File: src/rtl/note_scheduler.sv
// Song-step sequencer: walks the song ROM one step per beat and registers each note toward the delay line.
// Handles pause/resume, stop, and the drain period that flushes the delay line after the last note.
module note_scheduler #(
  parameter int SONG_LEN    = 64,
  parameter int ADDR_W      = 6,
  parameter int TEMPO_DIV   = 4,
  parameter int DRAIN_STEPS = 18
) (
  input  logic              clk_slow,
  input  logic              rst,
  input  logic              start,
  input  logic              pause,
  input  logic              stop,
  output logic [ADDR_W-1:0] rom_addr,
  input  logic [4:0]        rom_data,
  output logic [4:0]        note_out,
  output logic              busy,
  output logic              song_done,
  output logic [1:0]        state_o,
  output logic [7:0]        notes_emitted
);

  typedef enum logic [1:0] {
    ST_IDLE  = 2'd0,
    ST_PLAY  = 2'd1,
    ST_PAUSE = 2'd2,
    ST_DRAIN = 2'd3
  } state_t;

  localparam logic [ADDR_W-1:0] LAST_ADDR  = ADDR_W'(SONG_LEN - 1);
  localparam logic [ADDR_W-1:0] ADDR_ONE   = ADDR_W'(1);
  localparam logic [3:0]        DIV_LAST   = 4'(TEMPO_DIV - 1);
  localparam logic [4:0]        DRAIN_LAST = 5'(DRAIN_STEPS - 1);

  state_t            state_q, state_d;
  logic [ADDR_W-1:0] addr_q, addr_d;
  logic [3:0]        div_q, div_d;
  logic [4:0]        drain_q, drain_d;
  logic [4:0]        note_q, note_d;
  logic [7:0]        cnt_q, cnt_d;
  logic              busy_q, busy_d;
  logic              done_q, done_d;

  // State and counter registers, cleared asynchronously by rst.
  always_ff @(posedge clk_slow or negedge rst) begin
    if (!rst) begin
      state_q <= ST_IDLE;
      addr_q  <= '0;
      div_q   <= 4'd0;
      drain_q <= 5'd0;
      note_q  <= 5'd0;
      cnt_q   <= 8'd0;
      busy_q  <= 1'b0;
      done_q  <= 1'b0;
    end else begin
      state_q <= state_d;
      addr_q  <= addr_d;
      div_q   <= div_d;
      drain_q <= drain_d;
      note_q  <= note_d;
      cnt_q   <= cnt_d;
      busy_q  <= busy_d;
      done_q  <= done_d;
    end
  end

  // Next-state logic; command priority is stop, then pause, then start.
  always_comb begin
    state_d = state_q;
    addr_d  = addr_q;
    div_d   = div_q;
    drain_d = drain_q;
    note_d  = 5'd0;
    cnt_d   = cnt_q;
    done_d  = 1'b0;
    case (state_q)
      ST_IDLE: begin
        addr_d = '0;
        if (!stop && start) begin
          state_d = ST_PLAY;
          div_d   = 4'd0;
          cnt_d   = 8'd0;
        end else begin
          state_d = ST_IDLE;
        end
      end
      ST_PLAY: begin
        if (stop) begin
          state_d = ST_IDLE;
          addr_d  = '0;
          div_d   = 4'd0;
        end else if (pause) begin
          // A beat due on this cycle stays pending; div_cnt stays 0 so resume emits it.
          state_d = ST_PAUSE;
        end else begin
          div_d = (div_q == DIV_LAST) ? 4'd0 : div_q + 4'd1;
          if (div_q == 4'd0) begin
            note_d = rom_data;
            if (rom_data != 5'd0 && cnt_q != 8'hFF) begin
              cnt_d = cnt_q + 8'd1;
            end else begin
              cnt_d = cnt_q;
            end
            if (addr_q == LAST_ADDR) begin
              state_d = ST_DRAIN;
              addr_d  = '0;
              drain_d = 5'd0;
            end else begin
              addr_d = addr_q + ADDR_ONE;
            end
          end else begin
            note_d = 5'd0;
          end
        end
      end
      ST_PAUSE: begin
        if (stop) begin
          state_d = ST_IDLE;
          addr_d  = '0;
          div_d   = 4'd0;
        end else if (pause || start) begin
          state_d = ST_PLAY;
        end else begin
          state_d = ST_PAUSE;
        end
      end
      ST_DRAIN: begin
        if (stop) begin
          state_d = ST_IDLE;
          addr_d  = '0;
          div_d   = 4'd0;
        end else if (drain_q == DRAIN_LAST) begin
          state_d = ST_IDLE;
          done_d  = 1'b1;
        end else begin
          drain_d = drain_q + 5'd1;
        end
      end
      default: begin
        state_d = ST_IDLE;
        addr_d  = '0;
      end
    endcase
    busy_d = (state_d != ST_IDLE);
  end

  assign rom_addr      = addr_q;
  assign note_out      = note_q;
  assign busy          = busy_q;
  assign song_done     = done_q;
  assign state_o       = state_q;
  assign notes_emitted = cnt_q;

endmodule

File: config.mk
export PLATFORM = sky130hd
export DESIGN_NAME = note_scheduler
export DESIGN_NICKNAME = d
export VERILOG_FILES = /design/src/rtl/note_scheduler.sv
export SDC_FILE = /design/constraint.sdc
export NUM_CORES = 1
export LEC_CHECK = 0
export ABC_CLOCK_PERIOD_IN_PS = 2000
export CORE_MARGIN = 1.5
export CORE_UTILIZATION = 25
export DETAILED_ROUTE_END_ITERATION = 10
export DONT_BUFFER_PORTS = 1
export GPL_ROUTABILITY_DRIVEN = 0
export SYNTH_ARGS = -nofsm -noshare
export SYNTH_HDL_FRONTEND = slang
export SYNTH_SLANG_ARGS = --single-unit
File: constraint.sdc
create_clock -name clk_slow -period 2 [get_ports clk_slow]
set_input_delay 0.3 -clock clk_slow [delete_from_list [all_inputs] [get_ports clk_slow]]
set_output_delay 0.3 -clock clk_slow [all_outputs]
set_load 0.01 [all_outputs]
---- Word level (Yosys, flattened, before mapping) ----
Cells that the tools add are included.
cells by class
  $add $sub $neg .......................... 4
  multiply operators ...................... 0
  divide/modulo/power cells ............... 0
  order comparisons ....................... 0
  equal/unequal tests ..................... 18
  shifts and indexed selects .............. 0
  muxes and demuxes ....................... 42
  bitwise operators ....................... 0
  reductions and logical operators ........ 15
operators with widths
  kind                                                           count
  5-bit 2-to-1 mux                                               10
  8-bit 2-to-1 mux                                               5
  6-bit 2-to-1 mux                                               5
  4-bit 2-to-1 mux                                               5
  6-bit one-hot mux with 3 select lines                          1
  2-bit 2-to-1 mux                                               8
  2-bit != test, second input constant                           8
  8-bit one-hot mux with 2 select lines                          1
  4-bit one-hot mux with 3 select lines                          1
  5-bit one-hot mux with 2 select lines                          1
  8-bit by 1-bit adder with 8-bit output, second input constant  1
  8-bit != test, second input constant                           1
  2-bit one-hot mux with 4 select lines                          1
  7-bit AND reduction                                            1
  6-bit by 1-bit adder with 6-bit output, second input constant  1
  6-bit equality test, second input constant                     1
  3-bit != test, second input constant                           2
  3-bit AND reduction                                            2
  6-bit AND reduction                                            1
  2-bit nonzero test                                             3
  5-bit by 1-bit adder with 5-bit output, second input constant  1
  5-bit equality test, second input constant                     1
  5-bit nonzero test                                             1
  4-bit by 1-bit adder with 4-bit output, second input constant  1
  other kinds (11)                                               16
word-level totals
  flip-flop bits (word level) ............. 32
  latch bits .............................. 0
  memory bits (writable) .................. 0
  bits in read-only memories .............. 0
  bits of input ports ..................... 10
  output and inout port bits .............. 23
  word-level logic and storage cells ...... 87
  memories kept ........................... 0

---- Logic depth before layout (Yosys ltp) ----
  depth in word-level cells ............... 7
  gate-level depth with buffers ........... 8
  mapped depth without buffers ............ 7

---- Worst setup path after synthesis ----
OpenSTA, ideal clock, no wires.
  path type ............................... reg2reg
  start point ............................. register div_q[0]
  end point ............................... register cnt_q[5], in the netlist notes_emitted[5]
  setup time .............................. 0.078 ns
  data arrival time ....................... 2.017 ns
  data required time ...................... 1.922 ns
  path slack .............................. -0.094 ns
  cell stages (with the launch flop) ...... 9
  path buffers ............................ 1
  clock period less this slack ............ 2.094 ns
  cells stage by stage .................... dfrtp_1 -> inv_1 -> ha_1 -> nor3b_2 -> o211ai_1 -> or3_1 -> buf_2 -> or4_1 -> a21oi_1
on the way
  cells in the longest elaborated chain, start to end .. 3
ends and longest elaborated chain
  element                        line  source
  start: declaration             37    logic [3:0] div_q, div_d;
  start signal: assignment       58    div_q <= div_d;
  4-bit logical NOT              97    if (div_q == 4'd0) begin
  2-bit != test (no line)        n/a
  6-bit AND reduction (no line)  n/a
  end signal: assignment         61    cnt_q <= cnt_d;
  end: declaration               40    logic [7:0] cnt_q, cnt_d;
Every way passes these cells.
A chain may end at the register's enable or synchronous reset.

---- Worst setup path in the final report ----
Same ends and word-level chain as after synthesis.

==> summary.md <==
| Metric | Value |
|---|---|
| Pre-CTS WS | -0.0284 ns |
| Async S/R FF share, synth | 100% |
| Net Count, Synth | 190 |
| F_max | 511 MHz |
| Status | complete, but fails checks |
| PortBufs | 0 |
| Setup crit end kind | flip-flop |
| Finished Layout Cells | 291 |
| Hold Path Class | input port to flip-flop |
| DIE AREA | 7310 µm² |
| Synth cell types | 45 |
| Critical R2R Launch | div_q[0] |
| Final worst slack | 0.0449 ns |
| Worst-Skew Late Latency | 0.28 ns |
| Top-count cell post-synth | dfrtp_1 |
| Post-DRT Antenna Nets | 0 |
| Fin. max-slew vios | 0 |
| Pin count of the biggest net entering global routing | 33 |
| Max_cap viols | 0 |
| Worst Clk Skew | 0.00722 ns |
| Lkg Pwr | 0.979 nW |
| Synthesized area per cell | 9.77 µm² |
| CP Data Arrival Time | 2.17 ns |
| Yosys reg bits | 32 |
| Slew margin rel. | 61.3% |
| Post-Syn Instances | 174 |
| WHS | 0.0852 ns |
| Worst reg2reg setup slack | 0.04 ns |
| Area occupied by multi-input gates | 858 µm² |
| Failing checks | DRC |
| Die X | 85.5 µm |
| Initial DRT Pass Iterations | 7 |
| Hold Path End | state_o[1] |
| CTS sink count | 32 |
| Hold_sp | stop |
| CTS Buffer Depth | 2 |
| First-pass GRT wire length | 5970 µm |
| Vias in the first global route | 1,295 |
| Worst setup SP type | flip-flop |
| Via count | 1,384 |
| Clk root buf | clkbuf_8 |
| Crit path max fanout | 4 |
| Period utilization | 97.8% |
| PwrDens | 781 nW/µm² |
| Dpl cell area | 2020 µm² |
| Ys flop type | dfrtp_1 |
| CTS buffer count | 5 |
| Reg area | 803 µm² |
| Fin Setup TNS | 0 ns |
| Diode count | 0 |
| Post-synth EDFFs | 0 |
| Core ar. | 6460 µm² |
| P&R area growth vs syn | 28.0% |
| Io pins | 33 |
| Worst EP required | 2.21 ns |
| H-tree depth | 2 |
| Synth Warn # | 0 |
| Critical R2R Capture | notes_emitted[5] |
| Post-DP HPWL | 2750 µm |
| Post-DR vias/cell | 4.76 |
| Synth area leader | dfrtp_1 |
| Initial DRC Count | 62 |
| Rows | 29 |
| Filler cells | 674 |
| Maximum vdd drop | 397 µV |
| Core Util, Final | 33.7% |
| Total routing usage reported by global routing | 10.1% |
| Initial Util | 26.3% |
| Synth top area share | 47.1% |
| Hold depth | 1 |
| Final hold vios | 0 |
| Initial antenna violation count | 0 |
| Clk slew on worst S/H paths | 0.07 ns |
| NumNets Final | 229 |
| CTS tree | done |
| Unrepaired setup endpoints after global routing | yes |
| Placed cells | 279 |
| Tmin final | 1.96 ns |
| Mapped Area | 1700 µm² |
| Drt drc | 4 |
| Post-synth top cells | dfrtp_1 (32), nand2_1 (14), nor2_1 (14) |
| Slew @ Worst Pin | 0.578 ns |
| Final setup vio count | 0 |
| Routed wire per std cell | 12.6 µm |
| Synth area leaders | dfrtp_1 (47%), ha_1 (4.4%), o21ai_0 (3.8%) |
| GR Overflow Total | 0 |
| Total power | 1.70 mW |
| Setup Crit Path Kind | flip-flop to flip-flop |
| Routed WL | 3680 µm |
| Sequential share of the synthesized area | 47.1% |
| Cell depth of the worst flop-to-flop path | 7 |
| Layout cells sized above 1 | 29.0% |
| Die Y | 85.5 µm |
| Fin area | 2180 µm² |
cells by family (layout without fill, tap and decap cells):
group                      after synthesis  after routing  share of synthesized area, %
muxes                                    1              1                         0.662
AOI/OAI and AO/OA                       33             33                          12.1
xor gates and xnor gates                 5              5                          2.58
adders and majority gates                6              6                          4.41
and+or+nand+nor                         85             85                          28.9
buffers and inverters                   12             52                          4.27
DFF                                     32             32                          47.1
sequential cells by signal, indices dropped and copies added, names as in the netlist:
register / cells
note_out: 5
rom_addr: 6
song_done: 1
notes_emitted: 8
state_o: 2
busy: 1
drain_q: 5
div_q: 4
placed cells by master (no fill, tap or decap), types with 2 or more instances in the layout:
cell      count
a21oi_1       5
a31oi_1       2
and2_1        6
and3_1        3
buf_4        38
clkbuf_8      5
clkinv_2      2
dfrtp_1      30
dfrtp_2       2
ha_1          6
inv_1         3
nand2_1      14
nand3_1      12
nand4_1       4
nor2_1       14
nor2b_1       4
nor3_1        5
nor3b_4       2
nor4_1        2
nor4b_1       3
o21ai_0      13
o21ai_1       2
o31ai_1       4
or2_2         2
or4_1         4
xnor2_1       4
power by group:
part / total (mW) / leakage, nW / switching [mW] / internal [mW]
Sequential: 0.769 / 0.429 / 0.0558 / 0.713
Clock: 0.493 / 0.0479 / 0.251 / 0.242
Combinational: 0.438 / 0.502 / 0.196 / 0.242
Total: 1.70 / 0.979 / 0.503 / 1.20
worst max-delay path by stage:
stage / from / end / slack [ns] / cells past startpoint
after global placement: div_q[0] / notes_emitted[5] / 0.02 / 7
after CTS: div_q[0] / notes_emitted[5] / 0.008 / 7
after floorplan: div_q[0] / notes_emitted[5] / -0.09 / 8
after global routing: div_q[0] / notes_emitted[7] / -0.08 / 7
after detailed placement: div_q[0] / notes_emitted[5] / -0.03 / 7
final: div_q[0] / notes_emitted[5] / 0.04 / 7
layout make-up:
| type | instances | area share, % |
|---|---|---|
| inverter | 4 | 0.690 |
| tap | 77 | 4.43 |
| clock buffer | 5 | 3.16 |
| sequential | 32 | 36.9 |
| multi-input combinational | 130 | 39.4 |
| timing repair buffer | 40 | 14.5 |
| clock inverter | 3 | 0.863 |
worst max-delay path, cell delays in order, from the launching register on:
cell	delay [ns]
dfrtp_1	0.39
inv_2	0.06
ha_1	0.13
nor3b_4	0.20
o211ai_1	0.13
or3_4	0.36
or4_1	0.47
a21oi_1	0.15
routing by layer:
metal  share of wire (%)  wire length (µm)  track usage, %
met3                 8.0               294            4.86
met2                  43              1590            15.2
met5                   0                 0               0
met1                  48              1780            13.2
met4                0.63                23            2.20
timing repair:
action | 4_1_cts | 5_1_grt
endpoints found under the setup margin | 6 | 6
hold buffers | 2 | 0
setup buffers | 0 | 2
endpoints found under the hold margin | 32 | 0
resized for setup | 3 | 4
No activity file was read; power rests on OpenSTA's default activity.
